--- config.mk ---
export PLATFORM = sky130hd
export DESIGN_NAME = sd_to_apc_buf
export DESIGN_NICKNAME = d
export VERILOG_FILES = /design/src/rtl/sd_to_apc_buf.sv
export SDC_FILE = /design/constraint.sdc
export NUM_CORES = 1
export LEC_CHECK = 0
export ABC_AREA = 0
export CORE_ASPECT_RATIO = 2
export CORE_MARGIN = 2
export CORE_UTILIZATION = 56
export DETAILED_ROUTE_END_ITERATION = 16
export GPL_TIMING_DRIVEN = 0
export PLACE_DENSITY = 0.79
export SYNTH_ARGS = -nofsm -noshare
export SYNTH_HDL_FRONTEND = slang
export SYNTH_SLANG_ARGS = --single-unit
--- constraint.sdc ---
create_clock -name clk -period 2.99 [get_ports clk]
set_clock_uncertainty 0.15 [all_clocks]
set_input_delay 0.299 -clock clk [delete_from_list [all_inputs] [get_ports clk]]
set_output_delay 0.299 -clock clk [all_outputs]
set_load 0.02 [all_outputs]
--- src/rtl/sd_to_apc_buf.sv ---
// Valid/ready to two-phase (toggle) bridge: FIFO-buffered items launched one at a time on p_ph_send, acked by p_ph_ack.
// Latency: push into idle empty block launches next edge; c_drdy drops only when FIFO holds depth items.
module sd_to_apc_buf #(
    parameter int width       = 32,
    parameter int depth       = 4,
    parameter int sync_stages = 2,
    parameter int timeout     = 0
) (
    input  logic                         clk,
    input  logic                         reset,
    input  logic                         c_srdy,
    output logic                         c_drdy,
    input  logic [width-1:0]             c_data,
    output logic                         p_ph_send,
    output logic [width-1:0]             p_data,
    input  logic                         p_ph_ack,
    output logic [$clog2(depth+1)-1:0]   usage,
    input  logic                         err_clr,
    output logic                         timeout_err,
    output logic                         spurious_err
);
    localparam int aw = $clog2(depth);
    localparam int uw = $clog2(depth + 1);
    localparam logic [15:0] tmo_lim = 16'(timeout);

    typedef enum logic {IDLE, TX} state_t;

    state_t                 state;
    logic [width-1:0]       mem [depth];
    logic [aw-1:0]          wr_ptr;
    logic [aw-1:0]          rd_ptr;
    logic [sync_stages-1:0] sync_chain;
    logic                   sync_ack;
    logic                   dly_ack;
    logic                   ack_edge;
    logic [15:0]            tmo_cnt;
    logic                   push;
    logic                   launch;
    logic                   fifo_empty;
    logic                   tmo_inc;
    logic                   tmo_set;
    logic                   spur_set;

    assign c_drdy     = (usage != uw'(depth));
    assign fifo_empty = (usage == '0);
    assign push       = c_srdy & c_drdy;
    assign sync_ack   = sync_chain[sync_stages-1];
    assign ack_edge   = sync_ack ^ dly_ack;
    // In TX the next item may only go once the current one is acked.
    assign launch     = !fifo_empty && ((state == IDLE) || ack_edge);
    assign tmo_inc    = (state == TX) && !ack_edge && (tmo_cnt != 16'hFFFF);
    assign tmo_set    = (tmo_lim != 16'd0) && tmo_inc && ((tmo_cnt + 16'd1) == tmo_lim);
    assign spur_set   = (state == IDLE) && ack_edge;

    always_ff @(posedge clk) begin
        if (push) begin
            mem[wr_ptr] <= c_data;
        end
    end

    always_ff @(posedge clk) begin
        if (reset) begin
            state        <= IDLE;
            p_ph_send    <= 1'b0;
            p_data       <= '0;
            usage        <= '0;
            wr_ptr       <= '0;
            rd_ptr       <= '0;
            sync_chain   <= '0;
            dly_ack      <= 1'b0;
            tmo_cnt      <= '0;
            timeout_err  <= 1'b0;
            spurious_err <= 1'b0;
        end else begin
            sync_chain <= {sync_chain[sync_stages-2:0], p_ph_ack};
            dly_ack    <= sync_ack;

            if (push) begin
                wr_ptr <= wr_ptr + aw'(1);
            end
            if (launch) begin
                rd_ptr <= rd_ptr + aw'(1);
            end
            case ({push, launch})
                2'b10:   usage <= usage + uw'(1);
                2'b01:   usage <= usage - uw'(1);
                default: usage <= usage;
            endcase

            if (launch) begin
                p_data    <= mem[rd_ptr];
                p_ph_send <= ~p_ph_send;
                state     <= TX;
                tmo_cnt   <= '0;
            end else if ((state == TX) && ack_edge) begin
                state <= IDLE;
            end else if (tmo_inc) begin
                tmo_cnt <= tmo_cnt + 16'd1;
            end

            // A set event in the same cycle as err_clr keeps the flag.
            timeout_err  <= tmo_set  | (timeout_err  & ~err_clr);
            spurious_err <= spur_set | (spurious_err & ~err_clr);
        end
    end
endmodule

==> summary.txt <==
Global routing
  – GRT Total Usage: 0.230
  – Vias in the first global route: 4493
  – Antenna violations before repair: 0
  – GRT overflow: 0
  – First-pass GRT wire length: 23.5 mm
  – Largest net degree at the start of global routing: 33

Timing
  – Hold_ws: 0.107 ns
  – Tmin final: 2.47 ns
  – FMAX: around 400 MHz
  – Final hold violations: 0
  – RSZ-0062 raised after global routing: false
  – Relative slew slack: 0.373
  – Final WS setup: ~0.52 ns
  – Fin Setup TNS: 0 ns
  – Slew @ Worst Pin: around 0.94 ns
  – Max-slew violations: 0
  – Fin crit share: 0.825
  – Final setup vio count: 0

Synth
  – EDFF count, synth: 128
  – Ys Warns: 0
  – Synthesized Nets: 501
  – Synth Area per Inst: 15.3 um^2
  – Post-synthesis sequential area ratio: 0.679
  – Share of flip-flops with an asynchronous set or reset: 0
  – Post-synthesis cell count: 458
  – Mapped Area: ~7000 um^2
  – Ys flop type: edfxtp_1
  – Post-synthesis register bit count: 174
  – Yosys cell types: 34

Place
  – Gp weighted congestion: 0.803
  – Port bufs: 74
  – Placed cell area: 7950 um^2
  – DP HPWL: 9.85 mm
  – Place WS: ~0.53 ns
  – Dpl cells: 679

Die
  – Die ar.: 13500 um^2
  – Die W: ~83 um
  – IO Pins: between 70 and 80
  – Die height: 162 um
  – Core ar.: 12200 um^2
  – Row cnt: 57
  – Initial core utilization: 0.575

Route
  – 1st-iter DRT viols: 313
  – Total Routed Length: 15.0 mm
  – Via count: roughly 4.3k
  – First-pass DRT Iterations: 7
  – Drt wl/cell: 21.1 um
  – Vias per cell: 6.10
  – DRT antenna net count: 0
  – DRC violations left: 0

Pwr
  – P_int: 5.47 mW
  – NetSw: about 2.8 mW
  – Total power: 8.31 mW
  – IR drop worst, VDD: around 0.00064 V
  – Sw frac: 0.342
  – Leak Pwr: 2.90 nW
  – Part of the power in registers: 0.392
  – Power per Cell Area: roughly 970 nW/um^2
  – Comb pwr share: 0.352
  – Clk pwr share: 0.256

Setup path
  – CP Capture Type: register
  – Arrival @ worst endpoint: 2.67 ns
  – Crit path launch type: register
  – Worst-path maximum fanout: 6
  – Worst EP required: between 3 and 4 ns
  – Crit path kind: reg2reg

Cells and area
  – ANT cells: 0
  – Area delta synth->final: 21.5%
  – Post-layout nets: roughly 590
  – Layout cell share with drive strength beyond 1: 0.156
  – Non-filler instance count after layout: 711
  – Post-route cell area: 8520 um^2
  – Final core utilization: 0.699

Outcome
  – Outcome: finished clean

CTS
  – # Post-CTS Setup Buffers: 0
  – Root Driver: clkbuf_16
  – CTS Hold Bufs: 0
  – Resize count post-CTS: 0
  – Clock-pin slew on the worst setup and hold paths: 0.07 ns
  – CTS buffer count: 17
  – TritonCTS clock tree: yes
  – Max clock buf depth: 2
  – Depth of the CTS H-tree: 4
  – Later-pin clock latency in the skew report: 0.43 ns
  – Sink Count: 174

Flow run
  – Max_cap viols: 0

Hold path
  – Min-Delay Path Class: in2reg
path summary, 6_finish.rpt:
check / to / from / depth (start not counted) / slack, ns
min: wr_ptr[1] / c_srdy / 3 / 0.11
max: usage[2] / usage[2] / 7 / 0.52
max reg2reg: usage[2] / usage[2] / 7 / 0.52
min reg2reg: sync_chain[1] / sync_chain[0] / 1 / 0.31
routing by layer:
metal,global-route usage,share of wire
met2,0.410,0.55
met5,0,0
met4,0.117,0.038
met3,0.0498,0.048
met1,0.259,0.36
placed cells by master (no fill, tap or decap), drive strengths merged, types with 2 or more instances in the layout:
master	netlist	routed
edfxtp	128	128
clkdlybuf4s50	0	74
nand3	66	66
dfxtp	46	46
nor2b	39	39
clkbuf	20	39
nand2	33	33
mux4	32	32
o2111ai	32	32
buf	18	18
inv	3	14
nor2	7	7
a21oi	6	6
ha	5	5
and3	4	4
mux2	3	3
clkinv	1	3
or3	2	2
a21o	2	2
xnor2	2	2
xor2	2	2
power groups by stage:
stage                     registers, mW  logic (mW)  clock network [mW]
after floorplan                    3.52        1.60                   0
after global placement             3.29        2.83                   0
after detailed placement           3.30        2.91                   0
after CTS                          3.25        2.93                2.16
after global routing               3.29        3.13                2.26
final                              3.26        2.92                2.13
critical path, cell delays in order, from the launching register on:
cell and delay [ns]:
dfxtp_1 0.38, nor3_2 0.45, a21oi_2 0.16, ha_1 0.26, fa_1 0.39, xnor2_1 0.15
or3_1 0.31, a21oi_1 0.15
registers in the layout (all words and copies together) (netlist names):
| name | flops |
|---|---|
| dly_ack | 1 |
| mem | 128 |
| p_data | 32 |
| p_ph_send | 1 |
| rd_ptr | 2 |
| spurious_err | 1 |
| state | 1 |
| sync_chain | 2 |
| timeout_err | 1 |
| usage | 3 |
| wr_ptr | 2 |
cell usage after synthesis (3+ instances only):
master | n | share of area
edfxtp_1 | 128 | 0.55
mux4_2 | 32 | 0.10
and3_1 | 4 | 0.0036
nor2b_1 | 39 | 0.035
inv_1 | 3 | 0.0016
nand2_1 | 33 | 0.018
o2111ai_1 | 32 | 0.040
ha_1 | 5 | 0.0089
dfxtp_1 | 46 | 0.13
a21oi_1 | 5 | 0.0036
clkbuf_1 | 20 | 0.011
buf_2 | 12 | 0.0086
nand3_1 | 66 | 0.047
nor2_1 | 7 | 0.0037
area by class of cell:
class	instances	area, um^2
clock inverters	13	134
plain buffers	38	205
repair buffers	74	741
well taps	147	184
multi-input cells	242	2040
clock buffers	19	443
flip-flops and latches	174	4760
inverters	4	15.0
fillers	836	3670
logic make-up (layout without fill, tap and decap cells):
kind of cell	count (synthesis)	count (layout)	synth area share
simple gates	154	154	0.112
xor+xnor	4	4	0.00713
flops	174	174	0.679
compound gates	42	42	0.0490
mux	36	36	0.109
buf+inv	42	148	0.0314
fa+ha+maj	6	6	0.0118
(Power assumes the default switching activity.)
